<file path="src/rtl/s3g_tx_pkg.sv">
// S3G transmit framer shared definitions: sync byte default, FSM encoding, CRC8 step.
// Latency: n/a (declarations and a pure combinational function only).
// Backpressure: n/a.
package s3g_tx_pkg;

  localparam logic [7:0] SYNC_BYTE_DEFAULT = 8'hD5;

  // Names match the receiver's S_* set where they coincide
  typedef enum logic [2:0] {
    S_IDLE      = 3'd0,
    S_SYNC      = 3'd1,
    S_LEN       = 3'd2,
    S_DATA      = 3'd3,
    S_CRC       = 3'd4,
    S_WAIT_LAST = 3'd5
  } state_t;

  // One byte of Maxim/iButton CRC8 (x^8+x^5+x^4+1, reflected, LSB first)
  function automatic logic [7:0] nextCRC8_D8(input logic [7:0] data, input logic [7:0] crc);
    logic [7:0] c;
    c = crc ^ data;
    for (int i = 0; i < 8; i++) begin
      c = c[0] ? ((c >> 1) ^ 8'h8C) : (c >> 1);
    end
    return c;
  endfunction

endpackage

</file>
<file path="src/rtl/s3g_tx_buffer.sv">
// 256x8 simple dual-port payload RAM: synchronous write, registered read.
// Latency: read data appears 1 cycle after rd_addr; a same-address write in that cycle returns old data.
// Backpressure: none; writes and reads are accepted every cycle.
module s3g_tx_buffer (
  input  logic       clk,
  input  logic       wr_en,
  input  logic [7:0] wr_addr,
  input  logic [7:0] wr_data,
  input  logic [7:0] rd_addr,
  output logic [7:0] rd_data
);

  logic [7:0] mem [256];

  // Write port
  always_ff @(posedge clk) begin
    if (wr_en) mem[wr_addr] <= wr_data;
  end

  // Registered read port (read-before-write on address collision)
  always_ff @(posedge clk) begin
    rd_data <= mem[rd_addr];
  end

endmodule

</file>
<file path="src/rtl/s3g_tx.sv">
// S3G transmit framer: sends SYNC, LEN, payload, CRC8 through a tx_wr/tx_done byte handshake.
// Latency: SYNC issued 1 cycle after accepted start; each further byte 1 cycle after tx_done.
// Backpressure: paced entirely by tx_done; start is ignored while busy (no queueing).
module s3g_tx
  import s3g_tx_pkg::*;
#(
  parameter logic [7:0] SYNC_BYTE = SYNC_BYTE_DEFAULT
) (
  input  logic       clk,
  input  logic       rst,
  input  logic       wr_en,
  input  logic [7:0] wr_addr,
  input  logic [7:0] wr_data,
  input  logic       start,
  input  logic [7:0] payload_len,
  output logic       busy,
  output logic       packet_sent,
  output logic [7:0] tx_data,
  output logic       tx_wr,
  input  logic       tx_done
);

  state_t     state, state_d;
  logic [7:0] len, len_d;
  logic [7:0] byte_cnt, byte_cnt_d;
  logic [7:0] rd_ptr, rd_ptr_d;
  logic [7:0] crc, crc_d;
  logic [7:0] tx_data_d;
  logic       tx_wr_d;
  logic       packet_sent_d;
  logic [7:0] stage;
  logic       done_ok;

  // Buffer output is the prefetched next payload byte: the pointer advances at each
  // issue, so the following byte is ready long before the current one finishes.
  s3g_tx_buffer u_buffer (
    .clk     (clk),
    .wr_en   (wr_en),
    .wr_addr (wr_addr),
    .wr_data (wr_data),
    .rd_addr (rd_ptr),
    .rd_data (stage)
  );

  // A tx_done coinciding with our own write pulse cannot belong to the new byte
  assign done_ok = tx_done && !tx_wr;
  assign busy    = (state != S_IDLE);

  // Next-state and next-output logic
  always_comb begin
    state_d       = state;
    len_d         = len;
    byte_cnt_d    = byte_cnt;
    rd_ptr_d      = rd_ptr;
    crc_d         = crc;
    tx_data_d     = tx_data;
    tx_wr_d       = 1'b0;
    packet_sent_d = 1'b0;
    case (state)
      S_IDLE: begin
        if (start) begin
          len_d      = payload_len;
          byte_cnt_d = payload_len;
          crc_d      = 8'h00;
          rd_ptr_d   = 8'h00;
          tx_data_d  = SYNC_BYTE;
          tx_wr_d    = 1'b1;
          state_d    = S_SYNC;
        end
      end
      S_SYNC: begin
        if (done_ok) begin
          tx_data_d = len;
          tx_wr_d   = 1'b1;
          state_d   = S_LEN;
        end
      end
      S_LEN, S_DATA: begin
        if (done_ok) begin
          tx_wr_d = 1'b1;
          if (byte_cnt != 8'h00) begin
            tx_data_d  = stage;
            crc_d      = nextCRC8_D8(stage, crc);
            rd_ptr_d   = rd_ptr + 8'd1;
            byte_cnt_d = byte_cnt - 8'd1;
            state_d    = S_DATA;
          end else begin
            tx_data_d = crc;
            state_d   = S_CRC;
          end
        end
      end
      S_CRC: begin
        if (done_ok) begin
          packet_sent_d = 1'b1;
          state_d       = S_IDLE;
        end
      end
      default: state_d = S_IDLE;
    endcase
  end

  // State and output registers
  always_ff @(posedge clk) begin
    if (rst) begin
      state       <= S_IDLE;
      len         <= 8'h00;
      byte_cnt    <= 8'h00;
      rd_ptr      <= 8'h00;
      crc         <= 8'h00;
      tx_data     <= 8'h00;
      tx_wr       <= 1'b0;
      packet_sent <= 1'b0;
    end else begin
      state       <= state_d;
      len         <= len_d;
      byte_cnt    <= byte_cnt_d;
      rd_ptr      <= rd_ptr_d;
      crc         <= crc_d;
      tx_data     <= tx_data_d;
      tx_wr       <= tx_wr_d;
      packet_sent <= packet_sent_d;
    end
  end

endmodule

</file>
<file path="config.mk">
export PLATFORM = sky130hd
export DESIGN_NAME = s3g_tx
export DESIGN_NICKNAME = d
export VERILOG_FILES = /design/src/rtl/s3g_tx_pkg.sv /design/src/rtl/s3g_tx_buffer.sv /design/src/rtl/s3g_tx.sv
export SDC_FILE = /design/constraint.sdc
export NUM_CORES = 2
export LEC_CHECK = 0
export CORE_ASPECT_RATIO = 1.4
export CORE_UTILIZATION = 45
export CTS_CLUSTER_DIAMETER = 30
export CTS_CLUSTER_SIZE = 30
export DETAILED_ROUTE_END_ITERATION = 12
export DONT_BUFFER_PORTS = 1
export PLACE_DENSITY = 0.59
export SLEW_MARGIN = 5
export SYNTH_ARGS = -nofsm -noshare
export SYNTH_HDL_FRONTEND = slang
export SYNTH_SLANG_ARGS = --single-unit
</file>
<file path="constraint.sdc">
create_clock -name clk -period 4.8 [get_ports clk]
set_clock_uncertainty 0.2 [all_clocks]
set_input_delay 1.2 -clock clk [delete_from_list [all_inputs] [get_ports clk]]
set_output_delay 1.2 -clock clk [all_outputs]
set_load 0.01 [all_outputs]
</file>
Yosys cells after proc, flatten, opt, wreduce, memory -nomap -nowiden. Memory sizes are Yosys's and may differ from the RTL's. A register that Yosys moved wholly into a read port is not among the register bits. Cells that the tools add are included.

Flip-flop bits (word level): 45. Memory bits (writable): 2048. Input bits: 29. Output and inout port bits: 11. Logic and storage cells: 79. Memories kept: 1.

Add/subtract/negate cells: 2. Equality and inequality tests: 9. Mux-type cells: 35. Bitwise operators: 10. Reductions and logical operators: 14.

Memories: u_buffer.mem (depth 256, width 8, read ports 1, clocked after Yosys merged registers in 1, wr ports 1, RTL line s3g_tx_buffer.sv:13) `logic [7:0] mem [256];`.

Operators with widths (count): $mux W8 (20); $pmux W8 S2 (3); $not A2 Y3 (8); $pmux W8 S3 (1); $mux W3 (5); $pmux W3 S4 (1); $reduce_and A4 Y1 (3); $ne A2 B2 Y1 const B (5); $add A8 B1 Y8 const B (1); $reduce_bool A8 Y1 (1); $sub A8 B1 Y8 const B (1); $xor A8 B8 Y8 (1); $eq A3 B2 Y1 const B (2); $reduce_bool A3 Y1 (2); $mux W1 (4); $reduce_or A2 Y1 (2); $eq A3 B1 Y1 const B (1); $eq A3 B3 Y1 const B (1); $logic_not A3 Y1 (1); $reduce_or A3 Y1 (1); $pmux W1 S2 (1); $reduce_and A2 Y1 (1); $reduce_bool A2 Y1 (1); $logic_and A1 B1 Y1 (1); 2 further kinds (2).

Logic depth before layout (Yosys ltp).
Depth after elaboration: 20. Mapped depth: 13. Depth with buffers taken out: 9.

Cells and area by module. From an unflattened synthesis, not the netlist that was laid out.

Cell total of the unflattened synthesis: 4011. Area total of the unflattened synthesis: 81912.3 um^2.

Modules (own cells, without submodules): s3g_tx_buffer (times used 1, cells each 3733, area each 79556.3 um^2, sequential area each 61659.1 um^2); s3g_tx (times used 1, cells each 278, area each 2356.0 um^2, sequential area each 900.9 um^2).

Worst setup path after synthesis. Ideal clock, no wire load.

Path kind: in2reg. Start: input wr_addr[3]. End: memory u_buffer.mem[235][0] (enable). Library setup time: 370 ps. Arrival: 2646 ps. Required time: 4230 ps. Path slack: 1584 ps. Stages: 6. Buffers on the path: 3. Path through: clkbuf_1 -> nor2b_1 -> clkbuf_1 -> nand4_1 -> clkbuf_1 -> nor2_1.

RTL lines: start: declaration (RTL line s3g_tx.sv:12) `input logic [7:0] wr_addr,`; end: declaration (RTL line s3g_tx_buffer.sv:13).

No word-level cell before the write port.

==> results.sh <==
export IMPL_combPwrFrac=0.016
export IMPL_htreeDepth=5
export IMPL_vias=41500
export IMPL_synth_area_per_cell_um2=20.8
export IMPL_grt_total_usage=0.245
export IMPL_drt_iter0_markers=4316
export IMPL_cts_buffers=346
export IMPL_synth_distinct_cells=66
export IMPL_relSlewSlack=0.130
export IMPL_async_flop_share=0
export IMPL_post_cts_resized=0
export IMPL_path_max_fanout=88
export IMPL_coreArea_um2=181000
export IMPL_timing_final_hold_violations=0
export IMPL_grt_antenna_before_repair=2
export IMPL_dp_slack_ns=0.743
export IMPL_p_leak_nw=30.1
export IMPL_drc=0
export IMPL_worstSetupPathType="reg -> reg"
export IMPL_syn_to_final_growth_pct=18.2
export IMPL_placed_area_um2=85600
export IMPL_required_ns=5.44
export IMPL_yosysWarningCount=0
export IMPL_hpwl_mm=133
export IMPL_yosysSeqAreaShare=0.761
export IMPL_initial_utilization=0.453
export IMPL_routed_wl_mm=224
export IMPL_status="finished clean"
export IMPL_clkTransAtPathRegs_ns=0.06
export IMPL_die_w_um=363
export IMPL_rsz0062_at_grt="no"
export IMPL_ys_flop_type="edfxtp_1"
export IMPL_gp_congestion=0.847
export IMPL_wl_met2_mm=115
export IMPL_die_area_um2=184000
export IMPL_dp_cells=6352
export IMPL_max_freq_mhz=242
export IMPL_clkLatencyLatePin_ns=0.97
export IMPL_ir_worst_vdd_v=0.000358
export IMPL_routed_top_layer="met5"
export IMPL_arrival_ns=4.78
export IMPL_via_per_inst=5.95
export IMPL_hold_buffers=0
export IMPL_cts_setup_buffers=0
export IMPL_powerDensity_nw_per_um2=467
export IMPL_ctsRootBufferMaster="clkbuf_16"
export IMPL_p_int_mw=35.9
export IMPL_finalPower_mw=45.4
export IMPL_seqPwrFrac=0.446
export IMPL_synth_seq_cells=2101
export IMPL_detail_route_antenna_nets=0
export IMPL_grt_pass1_wl_mm=318
export IMPL_port_buffers=0
export IMPL_ios=40
export IMPL_synth_nets=3978
export IMPL_die_h_um=508
export IMPL_grt_max_degree=257
export IMPL_fp_row_count=185
export IMPL_final_util=0.535
export IMPL_first_pass_iters=6
export IMPL_synth_cells=3947
export IMPL_fin_crit_ns=4.14
export IMPL_fin_crit_sh=0.862
export IMPL_tns_ns=0
export IMPL_final_area_um2=97100
export IMPL_drv_slew=0
export IMPL_wl_per_cell_um=32.1
export IMPL_drive_gt1_frac=0.289
export IMPL_fin_ws_ns=0.663
export IMPL_drv_cap=0
export IMPL_synth_edf_count=2048
export IMPL_max_slew_worst_pin_slew_ns=1.27
export IMPL_cts_sinks=2101
export IMPL_first_global_vias=43100
export IMPL_wl_met3_mm=15.3
export IMPL_pwr_share_clk=0.538
export IMPL_hold_path_class="in -> reg"
export IMPL_clock_path_buffers=4
export IMPL_tritoncts="done"
export IMPL_switching_share=0.208
export IMPL_nets=4300
export IMPL_instances_no_fill=6972
export IMPL_met1_length_mm=82.4
export IMPL_hold_ws_ns=0.111
export IMPL_finalSetupViolCount=0
export IMPL_p_sw_mw=9.44
export IMPL_fill_cells=14000
export IMPL_gr_total_overflow=0
export IMPL_cp_end_kind="flip-flop"
export IMPL_syn_area_um2=82200
export IMPL_cp_start_kind="flip-flop"
[logic make-up after synthesis]
| group | Yosys count | synth area share |
|---|---|---|
| flops | 2101 | 0.761 |
| fa+ha+maj | 2 | 0.000304 |
| buf+inv | 246 | 0.0190 |
| xor+xnor | 25 | 0.00283 |
| mux | 687 | 0.159 |
| compound gates | 349 | 0.0302 |
| simple gates | 537 | 0.0275 |
[power groups by stage]
| stage | logic (mW) | clock network [mW] | registers, mW |
|---|---|---|---|
| 2_1_floorplan | 0.539 | 0 | 20.6 |
| 3_3_place_gp | 0.728 | 0 | 20.6 |
| 3_5_place_dp | 0.731 | 0 | 20.6 |
| 4_1_cts | 0.734 | 24.7 | 20.2 |
| 5_1_grt | 0.763 | 25.4 | 20.2 |
| 6_report | 0.724 | 24.4 | 20.2 |
[sequential cells by signal, indices dropped and copies added (netlist names)]
| name | flops |
|---|---|
| u_buffer.mem | 2048 |
| byte_cnt | 8 |
| crc | 8 |
| len | 8 |
| rd_ptr | 8 |
| tx_data | 8 |
| u_buffer.rd_data | 8 |
| state | 3 |
| packet_sent | 1 |
| tx_wr | 1 |
[layout by cell type, fill, tap and decap left out, drive strengths merged, types with 6 or more instances in the layout]
cell type and instances:
nor3 17, clkbuf 379, bufinv 34, buf 209, o21ai 47, a22oi 53, nor2 318, a211oi 7
nand3 31, nand2b 12, nor2b 17, mux4 495, mux2i 191, a221o 6, o221ai 20, o211ai 10
o22ai 13, dfxtp 53, a221oi 44, and2 6, a31oi 12, nand2 109, clkinv 109, a21o 9
xnor2 21, edfxtp 2048, a21oi 84, nand4 14, a222oi 7, clkinvlp 33, inv 75
[path summary, 6_finish.rpt]
check                               start                   to  slack [ns]  cells past startpoint
worst min-delay path                  rst               crc[2]        0.11                      1
worst max-delay path            rd_ptr[1]  u_buffer.rd_data[1]        0.66                      7
worst min register to register     len[3]               len[3]        0.26                      2
worst max register to register  rd_ptr[1]  u_buffer.rd_data[1]        0.66                      7
[layer usage]
metal / track usage / vias to the layer above
met5: 0 / -
met4: 0.122 / 2
met3: 0.0434 / 453
met2: 0.417 / 1809
met1: 0.302 / 22000
li1: - / 17200
[worst max-delay path, cell delays in order (launching register included)]
cell	delay (ns)
dfxtp_4	0.73
buf_12	0.48
mux4_2	0.41
nand2_1	0.11
a21oi_1	0.18
a2111oi_0	1.10
o31ai_1	0.27
a32o_1	0.33
[cell usage after synthesis, drive strengths merged (3+ instances only)]
master | n | area, um^2
edfxtp | 2048 | 61500
mux4 | 495 | 11100
nor2 | 318 | 1190
mux2i | 191 | 1910
buf | 125 | 1100
clkbuf | 110 | 413
nand2 | 109 | 412
a21oi | 84 | 420
a22oi | 53 | 398
dfxtp | 53 | 1060
o21ai | 47 | 235
a221oi | 44 | 442
nand3 | 31 | 155
xnor2 | 21 | 184
o221ai | 20 | 175
nor2b | 17 | 106
nor3 | 17 | 90.1
nand4 | 14 | 87.6
o22ai | 13 | 81.3
a31oi | 12 | 75.1
nand2b | 12 | 75.1
o211ai | 10 | 75.1
a21o | 9 | 67.6
inv | 8 | 30.0
a211oi | 7 | 52.6
a222oi | 7 | 70.1
a221o | 6 | 60.1
and2 | 6 | 37.5
a2111oi | 5 | 43.8
a211o | 5 | 43.8
a311oi | 4 | 35.0
o22a | 4 | 35.0
and3 | 3 | 18.8
clkinv | 3 | 11.3
nand3b | 3 | 22.5
nor4 | 3 | 33.8
o31ai | 3 | 22.5
o32ai | 3 | 26.3
xor2 | 3 | 26.3
[area by class of cell]
cell class / instances / area, um^2 / area share
Antenna cell: 1 / 2.50 / 0.0000258
Clock buffer: 379 / 8900 / 0.0916
Clock inverter: 240 / 2630 / 0.0271
Inverter: 11 / 48.8 / 0.000502
Multi-Input combinational cell: 1600 / 18100 / 0.187
Sequential cell: 2101 / 62600 / 0.644
Tap cell: 2431 / 3040 / 0.0313
Timing Repair Buffer: 209 / 1790 / 0.0185
Note: power is estimated with default switching activity, not from simulation.
